===== src/rtl/hssl_link_sequencer_pkg.sv =====
// Shared definitions for the HSSL link sequencer: state codes, default timing
// and the bit map of the synchronised transceiver status vector.
package hssl_link_sequencer_pkg;

    typedef enum logic [2:0] {
        ST_RST_ALL  = 3'd0,
        ST_WAIT_CLK = 3'd1,
        ST_TX_RST   = 3'd2,
        ST_RX_RST   = 3'd3,
        ST_ALIGN    = 3'd4,
        ST_LINK_UP  = 3'd5
    } link_state_t;

    localparam int DEF_RST_CYCLES   = 16;
    localparam int DEF_TMO_CYCLES   = 1048576;
    localparam int DEF_ERR_WINDOW   = 4096;
    localparam int DEF_ERR_THRESH   = 16;
    localparam int DEF_MAX_RX_RETRY = 3;
    localparam int DEF_TIMER_W      = 24;

    localparam int ALIGN_COMMAS = 8;

    localparam int SYNC_W       = 5;
    localparam int SYNC_USRCLK  = 0;
    localparam int SYNC_TX_DONE = 1;
    localparam int SYNC_RX_DONE = 2;
    localparam int SYNC_COMMA   = 3;
    localparam int SYNC_ERROR   = 4;

    function automatic logic [7:0] sat_inc8(input logic [7:0] value);
        return (value == 8'hFF) ? value : value + 8'd1;
    endfunction

endpackage


===== src/rtl/hssl_status_sync.sv =====
// N-bit two-flop synchroniser for transceiver status levels crossing into the
// free-running clock domain.
module hssl_status_sync #(
    parameter int N = 1
) (
    input  logic         clk,
    input  logic [N-1:0] async_bits,
    output logic [N-1:0] sync_bits
);

    (* ASYNC_REG = "TRUE" *) logic [N-1:0] meta;
    (* ASYNC_REG = "TRUE" *) logic [N-1:0] stable;

    always_ff @(posedge clk) begin
        meta   <= async_bits;
        stable <= meta;
    end

    assign sync_bits = stable;

endmodule


===== src/rtl/hssl_link_sequencer.sv =====
// Bring-up and supervision FSM for the HSSL transceiver: sequences the resets,
// waits for alignment, then watches receive errors and status loss.
module hssl_link_sequencer
    import hssl_link_sequencer_pkg::*;
#(
    parameter int RST_CYCLES   = DEF_RST_CYCLES,
    parameter int TMO_CYCLES   = DEF_TMO_CYCLES,
    parameter int ERR_WINDOW   = DEF_ERR_WINDOW,
    parameter int ERR_THRESH   = DEF_ERR_THRESH,
    parameter int MAX_RX_RETRY = DEF_MAX_RX_RETRY,
    parameter int TIMER_W      = DEF_TIMER_W
) (
    input  logic       clk_in,
    input  logic       reset_n_in,
    input  logic       tx_usrclk_active_in,
    input  logic       tx_reset_done_in,
    input  logic       rx_reset_done_in,
    input  logic       rx_commadet_in,
    input  logic       rx_error_in,
    output logic       reset_all_out,
    output logic       tx_reset_datapath_out,
    output logic       rx_reset_datapath_out,
    output logic       tx_elecidle_out,
    output logic       link_up_out,
    output logic [2:0] state_out,
    output logic [7:0] retry_cnt_out
);

    localparam int WIN_W = $clog2(ERR_WINDOW + 1);
    localparam int ERR_W = $clog2(ERR_THRESH + 1);

    localparam logic [TIMER_W-1:0] RST_LAST    = TIMER_W'(RST_CYCLES - 1);
    localparam logic [TIMER_W-1:0] RST_DONE    = TIMER_W'(RST_CYCLES);
    localparam logic [TIMER_W-1:0] TMO_LAST    = TIMER_W'(TMO_CYCLES - 1);
    localparam logic [WIN_W-1:0]   WIN_LAST    = WIN_W'(ERR_WINDOW - 1);
    localparam logic [ERR_W-1:0]   ERR_LIMIT   = ERR_W'(ERR_THRESH);
    localparam logic [7:0]         RETRY_LIMIT = 8'(MAX_RX_RETRY);
    localparam logic [3:0]         COMMA_LAST  = 4'(ALIGN_COMMAS - 1);

    logic [SYNC_W-1:0] status_sync;
    logic usrclk_ok, tx_done, rx_done, comma_seen, rx_err;

    link_state_t state, state_d;
    logic [TIMER_W-1:0] timer, timer_d;
    logic [WIN_W-1:0]   win_cnt, win_d;
    logic [ERR_W-1:0]   err_cnt, err_d, err_next;
    logic [7:0]         consec_cnt, consec_d;
    logic [7:0]         retry_cnt, retry_d;
    logic [3:0]         comma_cnt, comma_d;
    logic reset_all_q, reset_all_d;
    logic tx_rst_q, tx_rst_d;
    logic rx_rst_q, rx_rst_d;
    logic elecidle_q, elecidle_d;
    logic link_up_q, link_up_d;

    hssl_status_sync #(
        .N (SYNC_W)
    ) u_status_sync (
        .clk        (clk_in),
        .async_bits ({rx_error_in, rx_commadet_in, rx_reset_done_in,
                      tx_reset_done_in, tx_usrclk_active_in}),
        .sync_bits  (status_sync)
    );

    assign usrclk_ok  = status_sync[SYNC_USRCLK];
    assign tx_done    = status_sync[SYNC_TX_DONE];
    assign rx_done    = status_sync[SYNC_RX_DONE];
    assign comma_seen = status_sync[SYNC_COMMA];
    assign rx_err     = status_sync[SYNC_ERROR];

    // Includes the current cycle so an error on the window's last cycle still triggers.
    assign err_next = (rx_err && (err_cnt != '1)) ? err_cnt + 1'b1 : err_cnt;

    always_ff @(posedge clk_in) begin
        if (!reset_n_in) begin
            state       <= ST_RST_ALL;
            timer       <= '0;
            win_cnt     <= '0;
            err_cnt     <= '0;
            consec_cnt  <= '0;
            retry_cnt   <= '0;
            comma_cnt   <= '0;
            reset_all_q <= 1'b1;
            tx_rst_q    <= 1'b0;
            rx_rst_q    <= 1'b0;
            elecidle_q  <= 1'b1;
            link_up_q   <= 1'b0;
        end else begin
            state       <= state_d;
            timer       <= timer_d;
            win_cnt     <= win_d;
            err_cnt     <= err_d;
            consec_cnt  <= consec_d;
            retry_cnt   <= retry_d;
            comma_cnt   <= comma_d;
            reset_all_q <= reset_all_d;
            tx_rst_q    <= tx_rst_d;
            rx_rst_q    <= rx_rst_d;
            elecidle_q  <= elecidle_d;
            link_up_q   <= link_up_d;
        end
    end

    always_comb begin
        state_d     = state;
        timer_d     = timer + 1'b1;
        win_d       = win_cnt;
        err_d       = err_cnt;
        consec_d    = consec_cnt;
        retry_d     = retry_cnt;
        comma_d     = comma_cnt;
        reset_all_d = reset_all_q;
        tx_rst_d    = tx_rst_q;
        rx_rst_d    = rx_rst_q;
        elecidle_d  = elecidle_q;
        link_up_d   = link_up_q;

        case (state)
            ST_RST_ALL: begin
                if (timer == RST_LAST) begin
                    state_d     = ST_WAIT_CLK;
                    timer_d     = '0;
                    reset_all_d = 1'b0;
                end
            end
            ST_WAIT_CLK: begin
                if (usrclk_ok) begin
                    state_d  = ST_TX_RST;
                    timer_d  = '0;
                    tx_rst_d = 1'b1;
                end
            end
            ST_TX_RST: begin
                if (timer == RST_LAST) begin
                    tx_rst_d = 1'b0;
                end
                if (timer >= RST_DONE && tx_done) begin
                    state_d    = ST_RX_RST;
                    timer_d    = '0;
                    elecidle_d = 1'b0;
                    rx_rst_d   = 1'b1;
                end
            end
            ST_RX_RST: begin
                if (timer == RST_LAST) begin
                    rx_rst_d = 1'b0;
                end
                if (timer >= RST_DONE && rx_done) begin
                    state_d = ST_ALIGN;
                    timer_d = '0;
                    win_d   = '0;
                    err_d   = '0;
                    comma_d = '0;
                end
            end
            ST_ALIGN: begin
                if (!comma_seen) begin
                    comma_d = '0;
                end else if (comma_cnt == COMMA_LAST) begin
                    state_d   = ST_LINK_UP;
                    timer_d   = '0;
                    link_up_d = 1'b1;
                end else begin
                    comma_d = comma_cnt + 1'b1;
                end
            end
            ST_LINK_UP: begin
                timer_d = '0;
                win_d   = (win_cnt == WIN_LAST) ? '0 : win_cnt + 1'b1;
                err_d   = err_next;
                if (!usrclk_ok || !rx_done || (err_next >= ERR_LIMIT)) begin
                    link_up_d = 1'b0;
                    retry_d   = sat_inc8(retry_cnt);
                    // Losing the user clock means the TX side is gone too, so only a full reset helps.
                    if (!usrclk_ok || (consec_cnt == RETRY_LIMIT)) begin
                        state_d     = ST_RST_ALL;
                        reset_all_d = 1'b1;
                        elecidle_d  = 1'b1;
                        consec_d    = '0;
                    end else begin
                        state_d  = ST_RX_RST;
                        rx_rst_d = 1'b1;
                        consec_d = consec_cnt + 1'b1;
                    end
                end else if (win_cnt == WIN_LAST) begin
                    err_d    = '0;
                    consec_d = '0;
                end
            end
            default: begin
                state_d     = ST_RST_ALL;
                timer_d     = '0;
                reset_all_d = 1'b1;
                tx_rst_d    = 1'b0;
                rx_rst_d    = 1'b0;
                elecidle_d  = 1'b1;
                link_up_d   = 1'b0;
            end
        endcase

        // A state that made progress this cycle is not timed out.
        if ((state inside {ST_WAIT_CLK, ST_TX_RST, ST_RX_RST, ST_ALIGN}) &&
            (state_d == state) && (timer == TMO_LAST)) begin
            state_d     = ST_RST_ALL;
            timer_d     = '0;
            reset_all_d = 1'b1;
            tx_rst_d    = 1'b0;
            rx_rst_d    = 1'b0;
            elecidle_d  = 1'b1;
            consec_d    = '0;
            comma_d     = '0;
            retry_d     = sat_inc8(retry_cnt);
        end
    end

    assign reset_all_out         = reset_all_q;
    assign tx_reset_datapath_out = tx_rst_q;
    assign rx_reset_datapath_out = rx_rst_q;
    assign tx_elecidle_out       = elecidle_q;
    assign link_up_out           = link_up_q;
    assign state_out             = state;
    assign retry_cnt_out         = retry_cnt;

endmodule


===== config.mk =====
export PLATFORM = sky130hd
export DESIGN_NAME = hssl_link_sequencer
export DESIGN_NICKNAME = d
export VERILOG_FILES = /design/src/rtl/hssl_link_sequencer_pkg.sv /design/src/rtl/hssl_status_sync.sv /design/src/rtl/hssl_link_sequencer.sv
export SDC_FILE = /design/constraint.sdc
export NUM_CORES = 1
export LEC_CHECK = 0
export CORE_MARGIN = 2
export CORE_UTILIZATION = 25
export DETAILED_ROUTE_END_ITERATION = 10
export HOLD_SLACK_MARGIN = 0.02
export PLACE_DENSITY = 0.48
export RECOVER_POWER = 50
export SYNTH_ARGS = -nofsm -noshare
export SYNTH_HDL_FRONTEND = slang
export SYNTH_SLANG_ARGS = --single-unit

===== constraint.sdc =====
create_clock -name clk_in -period 6 [get_ports clk_in]
set_input_delay 1.2 -clock clk_in [delete_from_list [all_inputs] [get_ports clk_in]]
set_output_delay 1.2 -clock clk_in [all_outputs]
set_load 0.1 [all_outputs]

==> results.sh <==
export IMPL_ir_drop_uv=170
export IMPL_yosys_warnings=0
export IMPL_diodes=0
export IMPL_ys_seq_area_share_pct=42.1
export IMPL_final_nets=485
export IMPL_first_pass_iters=4
export IMPL_crit_family="buffers and inverters"
export IMPL_cts_buffers_inserted=9
export IMPL_routed_via_density=4.86
export IMPL_relSlewSlack_pct=30.0
export IMPL_htreeDepth=3
export IMPL_design_area_um2=4560
export IMPL_avgSynthCellArea_um2=8.40
export IMPL_crit_chain="clkdlybuf4s50_1"
export IMPL_root_buffer="clkbuf_16"
export IMPL_synthFlopType="dfxtp_1"
export IMPL_post_place_ws_ns=2.60
export IMPL_place_congestion=0.781
export IMPL_cts_path_max_buffers=2
export IMPL_cap_violations=0
export IMPL_die_height_um=127
export IMPL_path_clk_slew_ns=0.06
export IMPL_required_ns=4.80
export IMPL_core_area_um2=15000
export IMPL_fin_cells=663
export IMPL_synthesis_instances=453
export IMPL_first_iter_violations=172
export IMPL_rows=45
export IMPL_worstSkewPairLatency_ns=0.33
export IMPL_synth_fp_nets=468
export IMPL_max_freq_mhz=283
export IMPL_cp_arrival_ns=2.34
export IMPL_postCtsResizedCells=0
export IMPL_grt_pass1_wl_um=14800
export IMPL_syn2layout_area_growth_pct=19.9
export IMPL_path_max_fanout=18
export IMPL_grt_remaining_overflow=0
export IMPL_status="completed"
export IMPL_drc=0
export IMPL_final_layout_size_suffix_gt1_share_pct=5.47
export IMPL_grt_max_degree=25
export IMPL_post_route_period_util_pct=59.0
export IMPL_dp_hpwl_um=6170
export IMPL_cp_end_kind="output port"
export IMPL_p_leak_nw=1.66
export IMPL_pin_count=23
export IMPL_hp_class="reg2reg"
export IMPL_port_buffers=22
export IMPL_setup_tns_ns=0
export IMPL_cts_sinks=80
export IMPL_final_common_cell="dfxtp_1"
export IMPL_antenna_found_initial=0
export IMPL_fin_crit_ns=3.54
export IMPL_critPathKind="reg2out"
export IMPL_worstMarginPinSlew_ns=1.05
export IMPL_setup_slack_ns=2.46
export IMPL_rsz0062_at_grt="no"
export IMPL_final_cell_mix="80 x dfxtp_1, 64 x nor2_1, 34 x nand2_1, 29 x a21oi_1, 26 x nand3_1"
export IMPL_grt_usage_pct=11.3
export IMPL_drv_slew=0
export IMPL_grt_pass1_vias=3053
export IMPL_ant_nets=0
export IMPL_die_w_um=127
export IMPL_cts_tree="done"
export IMPL_critPathBufInv=1
export IMPL_post_cts_setup_buffer_count=0
export IMPL_place_area_um2=4190
export IMPL_synth_area_um2=3810
export IMPL_fin_skew_ns=0.00405
export IMPL_p_per_area_nw_per_um2=278
export IMPL_synth_edf_count=0
export IMPL_drt_total_wl_um=8710
export IMPL_num_vias=3221
export IMPL_postCtsHoldBufs=0
export IMPL_fin_total_pwr_mw=1.27
export IMPL_slowest_stage="clkdlybuf4s50_1"
export IMPL_startpoint_type="flip-flop"
export IMPL_synth_cell_types=59
export IMPL_synthArstFlopShare_pct=0
export IMPL_die_area_um2=16200
export IMPL_numPlacedInstances=647
export IMPL_finalSetupViolCount=0
export IMPL_initial_core_util_pct=25.3
export IMPL_wl_per_cell_um=13.1
export IMPL_slowest_delay_ns=1.29
export IMPL_hold_viol_final=0
export IMPL_synth_seq_cells=80
-- metrics by stage --
stage / utilization [%] / hold WS (ns)
finish: 30.4 / 0.325
global route: 30.4 / 0.335
CTS: 30.4 / 0.328
detailed placement: 27.8 / 0.313
global placement: 27.8 / 0.314
floorplan: - / 0.310
-- per-layer routing --
metal,global-route usage (%),up-vias,wire [µm]
li1,-,1650,-
met4,4.52,0,155
met2,17.5,60,4080
met1,14.9,1499,4200
met5,0,-,0
met3,2.89,12,273
-- cells in the mapped netlist (all sizes together) (2+ instances only) --
library cell	instances	area share, %
a211oi	8	1.6
a21o	4	0.79
a21oi	29	3.8
a31oi	5	0.99
and2	5	0.82
and3	17	2.8
and4	2	0.46
and4b	2	0.53
buf	5	0.89
clkbuf	11	1.1
dfxtp	80	42
ha	8	2.6
inv	15	1.5
mux2i	4	1.1
nand2	34	3.4
nand2b	5	0.82
nand3	26	3.6
nand3b	2	0.39
nand4	9	1.6
nor2	64	6.3
nor2b	3	0.49
nor3	11	1.6
nor3b	3	0.59
nor4	11	2.0
nor4b	3	0.69
o2111ai	2	0.46
o211a	3	0.79
o211ai	5	1.1
o21a	4	0.79
o21ai	23	3.0
or3	5	0.95
or3b	2	0.46
xnor2	13	3.0
xor2	16	3.7
-- logic make-up after synthesis --
logic type                 share of synthesized area [%]
and+or+nand+nor                                     28.1
buffers and inverters                               3.55
AOI/OAI and AO/OA                                   15.9
muxes                                               1.05
DFF                                                 42.1
adders and majority gates                           2.63
xor gates and xnor gates                            6.67
-- power breakdown --
group | total, mW | leakage (nW) | switching (mW) | internal, mW
Clock | 0.708 | 0.187 | 0.218 | 0.490
Combinational | 0.0196 | 0.825 | 0.0132 | 0.00641
Sequential | 0.541 | 0.649 | 0.00439 | 0.536
Total | 1.27 | 1.66 | 0.236 | 1.03
-- path summary, 6_finish.rpt --
path	endpoint	cells after the start	slack (ns)	from
min	u_status_sync.sync_bits[2]	0	0.32	u_status_sync.meta[2]
max reg2reg	timer[18]	7	2.80	state_out[2]
max	state_out[2]	1	2.46	state_out[2]
min reg2reg	u_status_sync.sync_bits[2]	0	0.32	u_status_sync.meta[2]
-- registers in the layout (all words and copies together) (netlist names) --
name	count
rx_reset_datapath_out	1
comma_cnt	4
timer	24
u_status_sync.meta	5
link_up_out	1
consec_cnt	8
state_out	3
tx_elecidle_out	1
retry_cnt_out	8
u_status_sync.sync_bits	5
reset_all_out	1
err_cnt	5
win_cnt	13
tx_reset_datapath_out	1
-- area by class of cell --
| cell class | instances | area, µm² |
|---|---|---|
| inverter | 16 | 60.1 |
| sequential | 80 | 1600 |
| tap | 188 | 235 |
| multi-input combinational | 341 | 2060 |
| clock buffer | 10 | 229 |
| clock inverter | 6 | 155 |
| fill | 1550 | 10500 |
| timing repair buffer | 22 | 220 |
No activity file was read; power rests on OpenSTA's default activity.
